**config.mk**
```make
export PLATFORM = sky130hd
export DESIGN_NAME = shift_sub_divider_flat
export DESIGN_NICKNAME = d
export VERILOG_FILES = /design/src/rtl/shift_sub_divider_pkg.sv /design/src/rtl/shift_sub_divider_if.sv /design/src/rtl/shift_sub_divider_register.sv /design/src/rtl/shift_sub_divider.sv /design/src/flat_wrapper.sv
export SDC_FILE = /design/constraint.sdc
export NUM_CORES = 1
export LEC_CHECK = 0
export ABC_AREA = 1
export CORE_UTILIZATION = 35
export CTS_BUF_LIST = sky130_fd_sc_hd__clkbuf_8
export CTS_CLUSTER_SIZE = 30
export DETAILED_ROUTE_END_ITERATION = 6
export PLACE_DENSITY_LB_ADDON = 0.12
export SYNTH_ARGS = -nofsm -noshare
export SYNTH_HDL_FRONTEND = slang
export SYNTH_SLANG_ARGS = --single-unit
```
**constraint.sdc**
```tcl
create_clock -name clock -period 2.6 [get_ports clock]
set_clock_uncertainty 0.1 [all_clocks]
set_input_delay 0.52 -clock clock [delete_from_list [all_inputs] [get_ports clock]]
set_output_delay 0.52 -clock clock [all_outputs]
set_load 0.05 [all_outputs]
```
**src/rtl/shift_sub_divider_pkg.sv**
```systemverilog
// Shared types and sizing for the restoring shift-subtract divider.
package div_pkg;

  localparam int DIV_N = 8;
  localparam int CNT_W = $clog2(DIV_N);

  typedef enum logic [1:0] {IDLE, SHIFT, SUB, DONE} div_state_t;

endpackage

```
**src/rtl/shift_sub_divider_if.sv**
```systemverilog
// Host-side handshake and result bus of the divider.
interface shift_sub_divider_if;
  import div_pkg::*;

  logic             start;
  logic [DIV_N-1:0] dividend;
  logic [DIV_N-1:0] divisor;
  logic             busy;
  logic             done;
  logic             div_by_zero;
  logic [DIV_N-1:0] quotient;
  logic [DIV_N-1:0] remainder;

  modport master (
    output start, dividend, divisor,
    input  busy, done, div_by_zero, quotient, remainder
  );

  modport slave (
    input  start, dividend, divisor,
    output busy, done, div_by_zero, quotient, remainder
  );

endinterface

```
**src/rtl/shift_sub_divider_register.sv**
```systemverilog
// AQ/M datapath: load, shift AQ left, conditional subtract of M from A.
module divider_register
  import div_pkg::*;
#(
  parameter int N = DIV_N
) (
  input  logic           clock,
  input  logic           reset,
  input  logic           load,
  input  logic           shift,
  input  logic           sub,
  input  logic [N-1:0]   Din,
  input  logic [N-1:0]   Min,
  output logic [2*N-1:0] AQ,
  output logic           borrow
);

  logic [N-1:0] m;
  logic [N:0]   trial;

  // A stays below M between steps, so only the borrow needs the extra bit.
  assign trial  = {1'b0, AQ[2*N-1:N]} - {1'b0, m};
  assign borrow = trial[N];

  // NOTE: registers use non-blocking assignments so every flop samples pre-edge values.
  always_ff @(posedge clock or posedge reset) begin
    if (reset) begin
      AQ <= '0;
      m  <= '0;
    end else if (load) begin
      AQ <= {{N{1'b0}}, Din};
      m  <= Min;
    end else if (shift) begin
      AQ <= {AQ[2*N-2:0], 1'b0};
    end else if (sub && !borrow) begin
      AQ <= {trial[N-1:0], AQ[N-1:1], 1'b1};
    end
  end

endmodule

```
**src/rtl/shift_sub_divider.sv**
```systemverilog
// Restoring divider top: control FSM, iteration counter and result registers.
module shift_sub_divider
  import div_pkg::*;
(
  input  logic                 clock,
  input  logic                 reset,
  shift_sub_divider_if.slave   bus
);

  localparam int N = DIV_N;

  div_state_t       state;
  div_state_t       state_next;
  logic [CNT_W-1:0] count;
  logic [2*N-1:0]   aq;
  logic             borrow;
  logic             load;
  logic             shift;
  logic             sub;
  logic             busy;
  logic             done;
  logic             div_zero;
  logic             last;
  logic [N-1:0]     quot_q;
  logic [N-1:0]     rem_q;
  logic             dbz_q;

  assign div_zero = (bus.divisor == '0);
  assign last     = (count == CNT_W'(N-1));

  divider_register #(.N(N)) u_regs (
    .clock  (clock),
    .reset  (reset),
    .load   (load),
    .shift  (shift),
    .sub    (sub),
    .Din    (bus.dividend),
    .Min    (bus.divisor),
    .AQ     (aq),
    .borrow (borrow)
  );

  always_ff @(posedge clock or posedge reset) begin
    if (reset) state <= IDLE;
    else       state <= state_next;
  end

  // NOTE: every combinational output gets a default first so no latch is inferred.
  always_comb begin
    state_next = state;
    case (state)
      IDLE:    if (bus.start) state_next = div_zero ? DONE : SHIFT;
      SHIFT:   state_next = SUB;
      SUB:     state_next = last ? DONE : SHIFT;
      DONE:    state_next = IDLE;
      default: state_next = IDLE;
    endcase
  end

  always_comb begin
    load  = 1'b0;
    shift = 1'b0;
    sub   = 1'b0;
    busy  = 1'b0;
    done  = 1'b0;
    case (state)
      IDLE:    load  = bus.start && !div_zero;
      SHIFT:   begin shift = 1'b1; busy = 1'b1; end
      SUB:     begin sub   = 1'b1; busy = 1'b1; end
      DONE:    done  = 1'b1;
      default: ;
    endcase
  end

  always_ff @(posedge clock or posedge reset) begin
    if (reset) begin
      count  <= '0;
      quot_q <= '0;
      rem_q  <= '0;
      dbz_q  <= 1'b0;
    end else begin
      case (state)
        IDLE: if (bus.start) begin
          if (div_zero) begin
            quot_q <= '1;
            rem_q  <= bus.dividend;
            dbz_q  <= 1'b1;
          end else begin
            count <= '0;
          end
        end
        SUB: begin
          if (last) dbz_q <= 1'b0;
          else      count <= count + 1'b1;
        end
        DONE: if (!dbz_q) begin
          quot_q <= aq[N-1:0];
          rem_q  <= aq[2*N-1:N];
        end
        default: ;
      endcase
    end
  end

  // During DONE the AQ register already holds the post-subtract result, so it is
  // forwarded directly and then retained in the result registers.
  assign bus.quotient    = (state == DONE && !dbz_q) ? aq[N-1:0]   : quot_q;
  assign bus.remainder   = (state == DONE && !dbz_q) ? aq[2*N-1:N] : rem_q;
  assign bus.div_by_zero = dbz_q;
  assign bus.busy        = busy;
  assign bus.done        = done;

endmodule
```
**src/flat_wrapper.sv**
```systemverilog
// flat-port wrapper written by rule: the top's interface ports become plain ports
module shift_sub_divider_flat import div_pkg::*;
  (clock, reset, bus_start, bus_dividend, bus_divisor, bus_busy, bus_done, bus_div_by_zero, bus_quotient, bus_remainder);
  shift_sub_divider_if bus_i ();
  input  logic clock;
  input  logic reset;
  input wire logic [$bits(bus_i.start)-1:0] bus_start;
  input wire logic [$bits(bus_i.dividend)-1:0] bus_dividend;
  input wire logic [$bits(bus_i.divisor)-1:0] bus_divisor;
  output wire logic [$bits(bus_i.busy)-1:0] bus_busy;
  output wire logic [$bits(bus_i.done)-1:0] bus_done;
  output wire logic [$bits(bus_i.div_by_zero)-1:0] bus_div_by_zero;
  output wire logic [$bits(bus_i.quotient)-1:0] bus_quotient;
  output wire logic [$bits(bus_i.remainder)-1:0] bus_remainder;
  assign bus_i.start = bus_start;
  assign bus_i.dividend = bus_dividend;
  assign bus_i.divisor = bus_divisor;
  assign bus_busy = bus_i.busy;
  assign bus_done = bus_i.done;
  assign bus_div_by_zero = bus_i.div_by_zero;
  assign bus_quotient = bus_i.quotient;
  assign bus_remainder = bus_i.remainder;
  shift_sub_divider u_core (.clock(clock), .reset(reset), .bus(bus_i));
endmodule
```
# [Yosys cells after proc, flatten, opt, wreduce, memory -nomap -nowiden]
# Cells that the tools add are included.
[totals] output_inout_bits=19 input_bits=19 elab_cells=66 reg_bits=46
[classes] reduce_logical=16 mux=30 n_eq_ne=10 addsub=2
[op_table] operator="8-bit 2-to-1 mux" count=8
[op_table] operator="16-bit 2-to-1 mux" count=3
[op_table] operator="8-bit one-hot mux with 2 select lines" count=2
[op_table] operator="4-bit AND reduction" count=3
[op_table] operator="3-bit 2-to-1 mux" count=3
[op_table] operator="8-bit by 8-bit subtractor with 9-bit output" count=1
[op_table] operator="8-bit logical NOT" count=1
[op_table] operator="1-bit 2-to-1 mux" count=8
[op_table] operator="2-bit inequality test, second input constant" count=4
[op_table] operator="2-bit one-hot mux with 4 select lines" count=1
[op_table] operator="2-bit 2-to-1 mux" count=3
[op_table] operator="3-bit one-hot mux with 2 select lines" count=1
[op_table] operator="2-bit nonzero test" count=3
[op_table] operator="2-bit equality test, second input constant" count=2
[op_table] operator="2-bit by 1-bit inequality test with 1-bit output, second input constant" count=2
[op_table] operator="3-bit by 1-bit adder with 3-bit output, second input constant" count=1
[op_table] operator="3-bit equality test, second input constant" count=1
[op_table] operator="1-bit logical AND" count=3
[op_table] operator="1-bit logical NOT" count=3
[op_table] operator="3-bit nonzero test" count=1
[op_table] operator="2-bit by 1-bit equality test with 1-bit output, second input constant" count=1
[op_table] operator="2-bit logical NOT" count=1
[op_table] operator="1-bit one-hot mux with 2 select lines" count=1
[op_table] operator="2-bit OR reduction" count=1

# [Longest topological paths before layout]
# Gate-level depths: netlist (run 1).
[logic_depth] word_depth=6 depth_mapped=13 mapped_depth_nobuf=13

# [Hierarchy]
# From an unflattened synthesis (run 1), not the netlist that was laid out.
[unflattened] cells_unflattened=403 area_unflattened_um2=2902.8
[by_module_without_submodules] module="divider_register" instances=1 seq_area_each_um2=600.6 cells_each=209 area_each_um2=1505.2
[by_module_without_submodules] module="shift_sub_divider" instances=1 seq_area_each_um2=550.5 cells_each=194 area_each_um2=1397.6

# [Worst setup path after synthesis (run 1)]
# Ideal clock, no wire load.
[synth_timing] kind="reg2out" start="register u_core.state[0]" end="output bus_quotient[7]" setup_slack_ns=-0.734 path_buffers=3 stages_incl_launch_ff=8 arrival_ns=2.714 required_time_ns=1.980 cell_sequence="dfrtp_1 ha_1 buf_6 inv_4 or2_1 buf_6 clkbuf_1 o21ai_0"
[synth_via] elab_chain_cells=3
[synth_rtl] item="start, declared" line="shift_sub_divider.sv:12" rtl="div_state_t state;"
[synth_rtl] item="start signal, assigned" line="shift_sub_divider.sv:45" rtl="else state <= state_next;"
[synth_rtl] item="2-bit equality test" line="shift_sub_divider.sv:107" rtl="assign bus.quotient = (state == DONE && !dbz_q) ? aq[N-1:0] : quot_q;"
[synth_rtl] item="1-bit logical AND" line="shift_sub_divider.sv:107"
[synth_rtl] item="8-bit 2-to-1 mux" line="shift_sub_divider.sv:107"
[synth_rtl] item="end, declared" line="flat_wrapper.sv:13" rtl="output wire logic [$bits(bus_i.quotient)-1:0] bus_quotient;"
# No other way between the ends.

# [Final worst setup path (run 1)]
[layout_timing] start="register u_core.state[0]" end="output bus_remainder[2]"
[layout_via] elab_chain_cells=3
[layout_rtl] item="2-bit equality test" line="shift_sub_divider.sv:108" rtl="assign bus.remainder = (state == DONE && !dbz_q) ? aq[2*N-1:N] : rem_q;"
[layout_rtl] item="1-bit logical AND" line="shift_sub_divider.sv:108"
[layout_rtl] item="8-bit 2-to-1 mux" line="shift_sub_divider.sv:108"
[layout_rtl] item="end, declared" line="flat_wrapper.sv:14" rtl="output wire logic [$bits(bus_i.remainder)-1:0] bus_remainder;"
# No other way between the ends.

==> flow_metrics.tcl, run 1 <==
set metrics [dict create \
    synth_cells 369 \
    finalMaxSlewViolations 0 \
    drc_errors 0 \
    fillers 763 \
    hold_viol_final 0 \
    crit_path_end_kind "output pin" \
    yosys.area.top_type_share 0.415 \
    worstSkewPairLatency_ps 300 \
    fin_ws_ps 113 \
    nets 441 \
    r2r_cells 12 \
    cpLargestDelayFamily "buffers and inverters" \
    ys.flop_type "dfrtp_1" \
    rsz0062_at_grt "false" \
    grt_max_degree 29 \
    timing.critical_path.mode_cell "buf_12" \
    drive_gt1_frac 0.154 \
    hold_path.class "flip-flop to flip-flop" \
    start_kind "flip-flop" \
    critical_path.max_stage_delay_ps 410 \
    path_cells "ha_4 -> inv_4 -> or2_2 -> buf_12 -> o21ai_2 -> buf_12" \
    synth_area_leader_cell "dfrtp_1" \
    cts_made_buffers 5 \
    fin_crit_sh 0.957 \
    cts-resized-gates 0 \
    gp_congestion 0.749 \
    drtPass1Iterations 4 \
    period_minus_slack_ps 2490 \
    dp_hpwl_mm 5.08 \
    port_buffers 37 \
    initialDrtViolationCount 154 \
    tightest_slew_ps 501 \
    post_cts_buffers 1 \
    fmax_ghz 0.402 \
    r2r-start "u_core.u_regs.AQ[8]" \
    critical_path_arrival_ps 1870 \
    synth_warnings 0 \
    worstHoldStart "u_core.count[1]" \
    grt_antenna_before_repair 0 \
    die_w_um 91.1 \
    routed_via_density 4.71 \
    synth_edf_count 0 \
    hold_depth 2 \
    grt_usage 0.182 \
    area_delta_synth_final_pct 32.1 \
    start_util 0.361 \
    vias 2404 \
    worstPathBufferInverterCount 3 \
    htreeDepth 2 \
    maxSlewHeadroom 0.665 \
    r2r-end "u_core.u_regs.AQ[15]" \
    rows 32 \
    netlist_area_um2 2780 \
    synth.distinct_cells 26 \
    syn_area_per_cell_um2 7.52 \
    reg2reg_slack_ps 290 \
    ios 38 \
    dieArea_um2 8290 \
    cts_tree "yes" \
    design.core.area_um2 7690 \
    grt_pass1_wl_mm 11.9 \
    grt-ovfl-total 0 \
    min_to "u_core.count[1]" \
    slowest_stage "dfrtp_1" \
    cts_buffer_depth 2 \
    diodes 0 \
    path_clk_slew_ps 80 \
    die_h_um 91.1 \
    cap_violations 0 \
    ys_ff_latch 46 \
    ys_top_cells_by_area "dfrtp_1 (41%), nand2_1 (17%), ha_1 (6.3%)" \
    async_reset_ff_frac 1.00 \
    dp_slack_ps 252 \
    routedWlPerCell_um 13.2 \
    holdBufCountCts 0 \
    postRouteAntennaNets 0 \
    grt_pass1_vias 2399 \
    cts.sinks 46 \
    seq_area_frac_synth 0.415 \
    crit_type "flip-flop to output pin" \
    setup_tns_ps 0 \
    setup_viol 0 \
    cts_root_buf "clkbuf_8" \
    crit_required_ps 1980 \
    wirelength_mm 6.75 \
    syn-num-nets 403 \
    crit_fanout 28 \
    outcome "finished, final reports clean" \
]
[metrics by stage]
step / std cells / hold WS (ps) / area, µm² / util
after detailed placement: 501 / 368 / 3550 / 0.462
after global placement: 501 / 359 / 3550 / 0.462
after CTS: 510 / 389 / 3670 / 0.477
final: 510 / 385 / 3670 / 0.477
after floorplan: 369 / 346 / 2920 / -
after global routing: 510 / 401 / 3670 / 0.477
[worst reg2reg max path: stages, from the launching register on]
cell and delay, ps:
dfrtp_1 350, inv_1 90, ha_1 230, fa_1 360
inv_1 70, nand2_1 60, nand2_1 100, nand3_1 140
nand2_1 130, nand2_1 90, a21oi_2 330, nand3_1 120
nand2_1 80
[layout make-up]
class / instances / area [µm²] / share of cell area
Multi-Input combinational cell: 263 / 1510 / 0.411
Sequential cell: 46 / 1150 / 0.314
Timing Repair Buffer: 44 / 596 / 0.162
Inverter: 47 / 180 / 0.0491
Tap cell: 102 / 128 / 0.0348
Clock buffer: 5 / 68.8 / 0.0188
Clock inverter: 3 / 37.5 / 0.0102
[flip-flops by register name, indices dropped and copies added, names as in the netlist]
signal,flops
u_core.u_regs.AQ,16
u_core.quot_q,8
u_core.rem_q,8
u_core.u_regs.m,8
u_core.count,3
u_core.state,2
u_core.bus.div_by_zero,1
[layer usage]
| metal | vias to the layer above | wire length, µm | part of all wire | track usage |
|---|---|---|---|---|
| li1 | 1260 | - | - | - |
| met1 | 1099 | 3400 | 0.50 | 0.258 |
| met5 | - | 0 | 0 | 0 |
| met4 | 0 | 61 | 0.0090 | 0.0450 |
| met2 | 39 | 3050 | 0.45 | 0.287 |
| met3 | 6 | 252 | 0.037 | 0.0318 |
[kinds of logic after synthesis]
kind of cell	Yosys count	share of synthesized area
and+or+nand+nor	179	0.265
DFF	46	0.415
adders and majority gates	15	0.0703
AOI/OAI and AO/OA	68	0.152
buffers and inverters	60	0.0946
muxes	1	0.00406
[placed cells by master (no fill, tap or decap), types with 10 or more instances in the layout]
master           synthesis  final
clkdlybuf4s50_1          0     21
nand3_1                 25     25
o21ai_2                  9     14
o21ai_0                 35     20
ha_1                    14     13
buf_12                   0     17
inv_1                   45     46
o211ai_1                15     15
o21ai_4                  0     10
nor2_1                  19     19
dfrtp_1                 46     46
nand2_1                129    129
[Yosys cell counts, types with 4 or more instances]
master	count
nand2_1	129
dfrtp_1	46
inv_1	45
o21ai_0	35
nand3_1	25
nor2_1	19
o211ai_1	15
ha_1	14
o21ai_2	9
clkbuf_1	6
a21oi_1	4
buf_6	4
[worst max-delay path by stage]
| stage | startpoint | to | slack, ps | depth (start not counted) |
|---|---|---|---|---|
| 2_1_floorplan | u_core.state[0] | bus_quotient[1] | 60 | 7 |
| 3_3_place_gp | u_core.state[0] | bus_remainder[0] | 310 | 6 |
| 3_5_place_dp | u_core.state[0] | bus_remainder[2] | 250 | 6 |
| 4_1_cts | u_core.state[0] | bus_remainder[2] | 90 | 6 |
| 5_1_grt | u_core.u_regs.AQ[8] | u_core.u_regs.AQ[15] | 10 | 12 |
| 6_report | u_core.state[0] | bus_remainder[2] | 110 | 6 |
Power of run 1 is left out: the tool's default activity adds up to more than one toggle a clock period on the data nets, which glitch-free logic cannot reach.
==> run 2: changes to the inputs <==
--- a/config.mk
+++ b/config.mk
@@ -6,11 +6,13 @@
 export NUM_CORES = 1
 export LEC_CHECK = 0
 export ABC_AREA = 1
-export CORE_UTILIZATION = 35
+export CORE_UTILIZATION = 57
 export CTS_BUF_LIST = sky130_fd_sc_hd__clkbuf_8
 export CTS_CLUSTER_SIZE = 30
 export DETAILED_ROUTE_END_ITERATION = 6
 export PLACE_DENSITY_LB_ADDON = 0.12
+export RECOVER_POWER = 100
 export SYNTH_ARGS = -nofsm -noshare
 export SYNTH_HDL_FRONTEND = slang
+export SYNTH_HIERARCHICAL = 1
 export SYNTH_SLANG_ARGS = --single-unit
==> run 2 against run 1 <==
Wire length increased by 3.0%; synthesized area increased by 4.4%; final cell count decreased by 0.20%; fmax increased by 0.31%; clock-buffer cell count unchanged; highest routed layer unchanged; hold slack got worse by 8.7 ps; first-iteration DRC count increased by 27%.
==> flow_metrics.tcl, run 2 <==
set metrics [dict create \
    outcome "finished, final reports clean" \
    vias 2694 \
    start_kind "flip-flop" \
    drc_errors 0 \
    rsz0062_at_grt "false" \
    setup_viol 0 \
    fillers 405 \
    crit_fanout 4 \
    setup_tns_ps 0 \
    synth_cells 402 \
    critical_path_arrival_ps 1860 \
    worstSkewPairLatency_ps 290 \
    design.core.area_um2 4820 \
    grt_antenna_before_repair 0 \
    grt_max_degree 30 \
    power.density_nw_per_um2 1510 \
    start_util 0.602 \
    grt_usage 0.280 \
    cts_tree "yes" \
    htreeDepth 2 \
    cts-resized-gates 0 \
    gp_congestion 0.798 \
    holdBufCountCts 0 \
    ios 38 \
    maxSlewHeadroom 0.0815 \
    layout.cells.most_common "nand2_1" \
    dp_hpwl_mm 5.20 \
    drtPass1Iterations 5 \
    cap_violations 0 \
    hold_path.class "flip-flop to flip-flop" \
    grt-ovfl-total 0 \
    top_register "u_core/u_regs/AQ" \
    cts.sinks 46 \
    final_cell_mix "nand2_1 (142), inv_1 (51), nand3_1 (46), dfrtp_1 (46), o21ai_0 (26)" \
    grt_pass1_wl_mm 11.6 \
    multi_input_area_um2 1480 \
    crit_path_end_kind "output pin" \
    initialDrtViolationCount 195 \
    period_minus_slack_ps 2480 \
    routed_via_density 5.29 \
    crit_type "flip-flop to output pin" \
    die_h_um 73.3 \
    postRouteAntennaNets 0 \
    hold_viol_final 0 \
    nets 476 \
    fin_crit_sh 0.954 \
    cts_root_buf "clkbuf_8" \
    die_w_um 73.3 \
    syn_area_per_cell_um2 7.21 \
    tightest_slew_ps 1380 \
    netlist_area_um2 2900 \
    p_leak_nw 1.89 \
    syn-num-nets 436 \
    wirelength_mm 6.96 \
    port_buffers 37 \
    finalMaxSlewViolations 0 \
    ir_worst_vdd_mv 1.06 \
    area_delta_synth_final_pct 23.2 \
    drive_gt1_frac 0.102 \
    synth_warnings 6 \
    routedWlPerCell_um 13.7 \
    diodes 0 \
    crit_required_ps 1980 \
    cts_buffer_depth 2 \
    fmax_ghz 0.403 \
    dieArea_um2 5380 \
    grt_pass1_vias 2624 \
    path_clk_slew_ps 90 \
    largest_reg_flops 16 \
    cts_made_buffers 5 \
    register_area_um2 1150 \
    post_cts_buffers 0 \
    fin_util 0.742 \
    rows 25 \
]
run 2: path summary, 6_finish.rpt:
| check | from | endpoint | slack (ps) | cells after the start |
|---|---|---|---|---|
| setup / recovery | u_core/state[1] | bus_busy | 120 | 3 |
| hold / removal | u_core/rem_q[6] | u_core/rem_q[6] | 380 | 2 |
| setup reg to reg | u_core/state[1] | u_core/rem_q[4] | 360 | 7 |
| hold reg to reg | u_core/rem_q[6] | u_core/rem_q[6] | 380 | 2 |
| max in group asynchronous | reset | u_core/u_regs/AQ[12] | 550 | 3 |
| min in group asynchronous | reset | u_core/state[1] | 1000 | 3 |
run 2: where the power goes:
group	switching (W)	leakage [nW]	total [W]	internal, W
clock network	0.000233	0.0438	0.000414	0.000181
registers	0.000229	0.567	0.00128	0.00105
logic	0.00229	1.28	0.00369	0.00139
run 2: critical path: stages, from the launching register on:
cell	delay [ps]
dfrtp_1	410
inv_1	100
ha_1	270
clkdlybuf4s50_1	790
run 2: cell type report:
cell class,count,area share
well taps,67,0.0235
inverters,52,0.0546
clock buffers,5,0.0193
repair buffers,48,0.162
flip-flops and latches,46,0.322
clock inverters,2,0.00280
multi-input cells,289,0.415
run 2: metrics by stage:
step | power, W | cell area [µm²] | worst slack [ps] | hold WS [ps] | instances
final | 0.00538 | 3570 | 120 | 377 | 509
after global routing | 0.00583 | 3570 | 30.8 | 389 | 509
after CTS | 0.00553 | 3620 | 124 | 376 | 509
after detailed placement | 0.00510 | 3540 | 172 | 353 | 502
after global placement | 0.00499 | 3540 | 258 | 348 | 502
after floorplan | 0.00384 | 2920 | 61.5 | 336 | 402
run 2: per-layer routing:
layer  GRT usage  vias to the layer above  share of wire
met3      0.0398                        9          0.044
met5           0                        -              0
met4      0.0833                        0          0.015
li1            -                     1348              -
met2       0.491                       70           0.48
met1       0.359                     1267           0.46
Note: power is estimated with default switching activity, not from simulation.
